<file path="src/rtl/interrupt_ack_control_8259a_pkg.sv">
// Shared constants and bit/level helpers for the 8259A interrupt acknowledge control.
// Levels are 3-bit numbers and one-hot vectors are 8 bits wide.
package interrupt_ack_control_8259a_pkg;

  typedef enum logic [1:0] {
    StIdle     = 2'b00,
    StWaitAck1 = 2'b01,
    StWaitAck2 = 2'b10
  } ack_state_e;

  localparam logic [2:0] SpuriousLevel = 3'd7;

  function automatic logic [2:0] bit2num(input logic [7:0] source);
    logic [2:0] num;
    num = 3'd0;
    for (int i = 0; i < 8; i++) begin
      if (source[i]) num = i[2:0];
    end
    return num;
  endfunction

  function automatic logic [7:0] num2bit(input logic [2:0] source);
    return 8'd1 << source;
  endfunction

  function automatic logic [7:0] rotate_right(input logic [7:0] source, input logic [2:0] amount);
    logic [15:0] doubled;
    doubled = {source, source} >> amount;
    return doubled[7:0];
  endfunction

  function automatic logic [7:0] rotate_left(input logic [7:0] source, input logic [2:0] amount);
    logic [15:0] doubled;
    doubled = {source, source} << amount;
    return doubled[15:8];
  endfunction

  // Isolates the lowest set bit, i.e. the highest priority once rotated to bit 0.
  function automatic logic [7:0] resolv_priority(input logic [7:0] source);
    return source & (~source + 8'd1);
  endfunction

endpackage

</file>
<file path="src/rtl/interrupt_ack_control_8259a.sv">
// INTA sequencing, in-service register and priority rotation for an 8259A-style controller.
// Drives INT, latches the acknowledged level and emits the vector on the second INTA.
module interrupt_ack_control_8259a
  import interrupt_ack_control_8259a_pkg::*;
(
  input  logic       clock,
  input  logic       reset,
  input  logic [7:0] interrupt,
  input  logic       inta_strobe,
  input  logic [4:0] interrupt_vector_address,
  input  logic       auto_eoi_config,
  input  logic       rotate_in_auto_eoi,
  input  logic       eoi_nonspecific,
  input  logic       eoi_specific,
  input  logic       eoi_rotate,
  input  logic       set_priority,
  input  logic [2:0] command_level,
  output logic       interrupt_to_cpu,
  output logic [7:0] in_service_register,
  output logic [7:0] highest_level_in_service,
  output logic [2:0] priority_rotate,
  output logic [7:0] clear_interrupt_request,
  output logic [7:0] data_out,
  output logic       data_out_enable
);

  ack_state_e state_q;
  logic [2:0] level_q;
  logic       spurious_q;
  logic [7:0] isr_q;
  logic [2:0] rotate_q;

  logic       has_request;
  logic       first_ack;
  logic       second_ack;
  logic       aeoi_clear;
  logic [7:0] highest;
  logic [7:0] isr_clear;
  logic [7:0] isr_set;
  logic [7:0] isr_d;
  logic [2:0] rotate_d;

  assign has_request = |interrupt;
  assign first_ack   = inta_strobe && (state_q != StWaitAck2);
  assign second_ack  = inta_strobe && (state_q == StWaitAck2);
  assign aeoi_clear  = second_ack && auto_eoi_config && !spurious_q;

  assign highest = rotate_left(resolv_priority(rotate_right(isr_q, rotate_q)), rotate_q);

  // Clears come from the pre-edge ISR; the acknowledge set is applied last so it wins.
  always_comb begin
    isr_clear = 8'h00;
    if (eoi_nonspecific) isr_clear = isr_clear | highest;
    if (eoi_specific)    isr_clear = isr_clear | num2bit(command_level);
    if (aeoi_clear)      isr_clear = isr_clear | num2bit(level_q);
    isr_set = (first_ack && has_request) ? num2bit(bit2num(interrupt)) : 8'h00;
    isr_d   = (isr_q & ~isr_clear) | isr_set;
  end

  always_comb begin
    rotate_d = rotate_q;
    if (eoi_nonspecific && eoi_rotate && (isr_q != 8'h00)) begin
      rotate_d = bit2num(highest) + 3'd1;
    end else if (eoi_specific && eoi_rotate) begin
      rotate_d = command_level + 3'd1;
    end else if (set_priority) begin
      rotate_d = command_level + 3'd1;
    end else if (aeoi_clear && rotate_in_auto_eoi) begin
      rotate_d = level_q + 3'd1;
    end
  end

  always_ff @(posedge clock or posedge reset) begin
    if (reset) begin
      state_q                 <= StIdle;
      level_q                 <= 3'd0;
      spurious_q              <= 1'b0;
      isr_q                   <= 8'h00;
      rotate_q                <= 3'd0;
      interrupt_to_cpu        <= 1'b0;
      clear_interrupt_request <= 8'h00;
      data_out                <= 8'h00;
      data_out_enable         <= 1'b0;
    end else begin
      isr_q                   <= isr_d;
      rotate_q                <= rotate_d;
      clear_interrupt_request <= isr_set;
      data_out                <= 8'h00;
      data_out_enable         <= 1'b0;
      if (first_ack) begin
        level_q    <= has_request ? bit2num(interrupt) : SpuriousLevel;
        spurious_q <= !has_request;
      end
      case (state_q)
        StIdle: begin
          if (inta_strobe) begin
            state_q          <= StWaitAck2;
            interrupt_to_cpu <= 1'b0;
          end else if (has_request) begin
            state_q          <= StWaitAck1;
            interrupt_to_cpu <= 1'b1;
          end
        end
        StWaitAck1: begin
          if (inta_strobe) begin
            state_q          <= StWaitAck2;
            interrupt_to_cpu <= 1'b0;
          end else begin
            interrupt_to_cpu <= 1'b1;
          end
        end
        StWaitAck2: begin
          interrupt_to_cpu <= 1'b0;
          if (inta_strobe) begin
            state_q         <= StIdle;
            data_out        <= {interrupt_vector_address, level_q};
            data_out_enable <= 1'b1;
          end
        end
        default: begin
          state_q          <= StIdle;
          interrupt_to_cpu <= 1'b0;
        end
      endcase
    end
  end

  assign in_service_register      = isr_q;
  assign highest_level_in_service = highest;
  assign priority_rotate          = rotate_q;

endmodule
</file>
<file path="config.mk">
export PLATFORM = sky130hd
export DESIGN_NAME = interrupt_ack_control_8259a
export DESIGN_NICKNAME = d
export VERILOG_FILES = /design/src/rtl/interrupt_ack_control_8259a_pkg.sv /design/src/rtl/interrupt_ack_control_8259a.sv
export SDC_FILE = /design/constraint.sdc
export NUM_CORES = 1
export LEC_CHECK = 0
export BUFFER_PORTS_ARGS = -buffer_cell sky130_fd_sc_hd__buf_2
export CAP_MARGIN = 20
export CORE_MARGIN = 1.5
export CORE_UTILIZATION = 40
export DETAILED_ROUTE_END_ITERATION = 10
export GPL_TIMING_DRIVEN = 0
export HOLD_SLACK_MARGIN = 0.12
export SYNTH_ARGS = -nofsm -noshare
export SYNTH_HDL_FRONTEND = slang
export SYNTH_SLANG_ARGS = --single-unit
</file>
<file path="constraint.sdc">
create_clock -name clock -period 9.33 [get_ports clock]
set_input_delay 0.933 -clock clock [delete_from_list [all_inputs] [get_ports clock]]
set_output_delay 0.933 -clock clock [all_outputs]
set_load 0.01 [all_outputs]
</file>
==> metrics.txt <==
status=completed; Power per Cell Area=341.1 nW/um^2; post-synth top area cell=dfrtp_1; final setup vio count=0; Worst-path clk slew=0.07 ns; Post-CTS Resized=0; M1 wire length=3281 um; CTS tree=done; DR WL/cell=16.54 um; largest net degree at the start of global routing=21; final routed DRC violation total=0; Rel. slew slack=45.40%; vias in the first global route=2251; GRT Total Usage=19.94%; Hold Path Stages=1; RSZ-0062 raised after global routing=false; WP data arrival=3.23 ns; number of port buffers=59; total CTS buffers=5; Worst Path Required=8.40 ns; Worst-Margin Slew=0.8181 ns; ant diodes=0; area grow syn2layout=20.78%; Placed Instances=408; Static Leak=1.574 nW; first-pass iteration count of the detailed router=4; fraction of layout cells with a size suffix above 1=28.91%; crit start category=flip-flop; yosys warns=0; deepest clock path buffer count=2; synthesized area=2601 sq um; syn_area_per_cell=9.599 sq um; FF+latch count, synth=35; Die Span X=83.64 um; I/O pin count=62; kind of end point of the critical path=primary output; Post-synth EDFFs=0; fmax=239.9 MHz; clock root buffer=clkbuf_8; min cycle time layout=4.168 ns; Tcrit/Tclk final=44.67%; metal3 WL=339 um; max_cap viols=0; hpwl dp=5485 um; GPL Wtd Cong=0.8303; critical path class=reg2out; hold buffers post-CTS=0; highest routed metal layer=met4; top-area cell type share of the netlist area=33.67%; core area=6314 sq um; Hold Crit Class=reg2reg; Final Max Slew Viols=0; FP Rows=29; Mapped Cells=271; fraction of registers with async set/reset=100.0%; Die Footprint=6996 sq um; top post-synthesis cells by area=dfrtp_1, mux4_2, mux2i_1, ha_1, nand2_1; Yosys cell types=48; DR vias=2360; DRT iter0 DRCs=110; initial antenna violation count=0; clk_skew=0.009550 ns; Routed Antenna Nets=0; H-tree Lvls=2; final hold vios=0; ys flop type=dfrtp_1; via/cell ratio=5.673; Starting Density=41.20%; Die H=83.64 um; CTS sink cnt=35; CP max FO=10; global route overflow=0; WL final=6880 um; Post CTS Setup Buffer Count=0; peak supply drop=200.8 uV; first-pass GRT wire length=11300 um; syn nets=309; Post-layout nets=376; most frequent cells in the layout=buf_2, nand2_1, dfrtp_1, nor2_1, mux2i_1; Finished Layout Cells=416; insertion delay to the later sink of the worst-skew pair=0.29 ns; Met2 Wirelength=3152 um; Worst R2R Path Depth=13; TNS Setup=0 ns; sequential area share after synthesis=33.67%; commonest non-fill, non-tap cell in the layout=buf_2
-- report_power, final --
part / leakage (nW) / total (mW) / switching, mW / internal (mW)
Combinational: 1.06 / 0.693 / 0.388 / 0.305
Sequential: 0.453 / 0.233 / 0.0465 / 0.186
Clock: 0.0618 / 0.146 / 0.0578 / 0.0879
-- cells by family after synthesis --
logic type / synth area share, %
compound gates: 14.48
fa+ha+maj: 6.253
buf+inv: 4.617
mux: 19.48
simple gates: 21.50
flops: 33.67
-- cells in the mapped netlist, types with 4 or more instances --
cell      count
a211oi_1      4
dfrtp_1      35
nand3_1      11
mux2_2        6
ha_1         13
nand2b_1      4
a41o_1        7
nor4_1        4
buf_6         4
mux4_2       10
nor2b_1       5
a21oi_1      13
nor3_1       12
nor2_1       21
nand2_1      35
o21ai_0       8
and2_1        8
inv_1        11
mux2i_1      17
-- critical path: stages, from the launching register on --
cell	delay, ns
dfrtp_1	0.38
buf_2	0.19
buf_6	0.17
inv_1	0.17
buf_2	0.31
mux2i_1	0.52
nor4b_1	0.30
a31oi_1	0.16
mux2_2	0.33
mux2i_1	0.24
buf_2	0.19
-- routing by layer --
metal  up-vias  global-route usage (%)
li1       1135                       -
met4         0                   4.769
met1      1143                   28.19
met5         -                       0
met3        10                   4.055
met2        72                   31.52
-- layout make-up --
class	count	area, sq um
fill	626	3172
multi-input combinational	213	1605
sequential	35	875.8
timing repair buffer	60	322.8
tap	77	96.34
clock buffer	6	82.58
buffer	11	75.07
inverter	12	45.04
clock inverter	2	38.79
-- path summary, 6_finish.rpt --
path	slack [ns]	startpoint	end
setup reg to reg	5.77	priority_rotate[1]	priority_rotate[2]
min in group asynchronous	0.79	reset	level_q[0]
hold / removal	0.50	state_q[1]	state_q[0]
hold reg to reg	0.50	state_q[1]	state_q[0]
max in group asynchronous	7.99	reset	in_service_register[7]
setup / recovery	5.16	priority_rotate[1]	highest_level_in_service[0]
-- sequential cells by signal, summed over array words and instances, names as in the netlist --
| signal | count |
|---|---|
| level_q | 3 |
| data_out_enable | 1 |
| clear_interrupt_request | 8 |
| state_q | 2 |
| spurious_q | 1 |
| in_service_register | 8 |
| data_out | 8 |
| priority_rotate | 3 |
| interrupt_to_cpu | 1 |
-- through the flow --
stage               total power [mW]  area [sq um]  utilization (%)  hold slack, ns  worst slack (ns)
detailed placement            0.9217          3020            47.84          0.4848             5.495
global route                   1.153          3142            49.76          0.5203             4.922
global placement              0.9129          2993            47.40          0.4835             5.508
finish                         1.072          3142            49.76          0.4991             5.162
CTS                            1.071          3142            49.76          0.4981             5.172
floorplan                     0.7357          2601                -          0.4505             5.827
(Power assumes the default switching activity.)
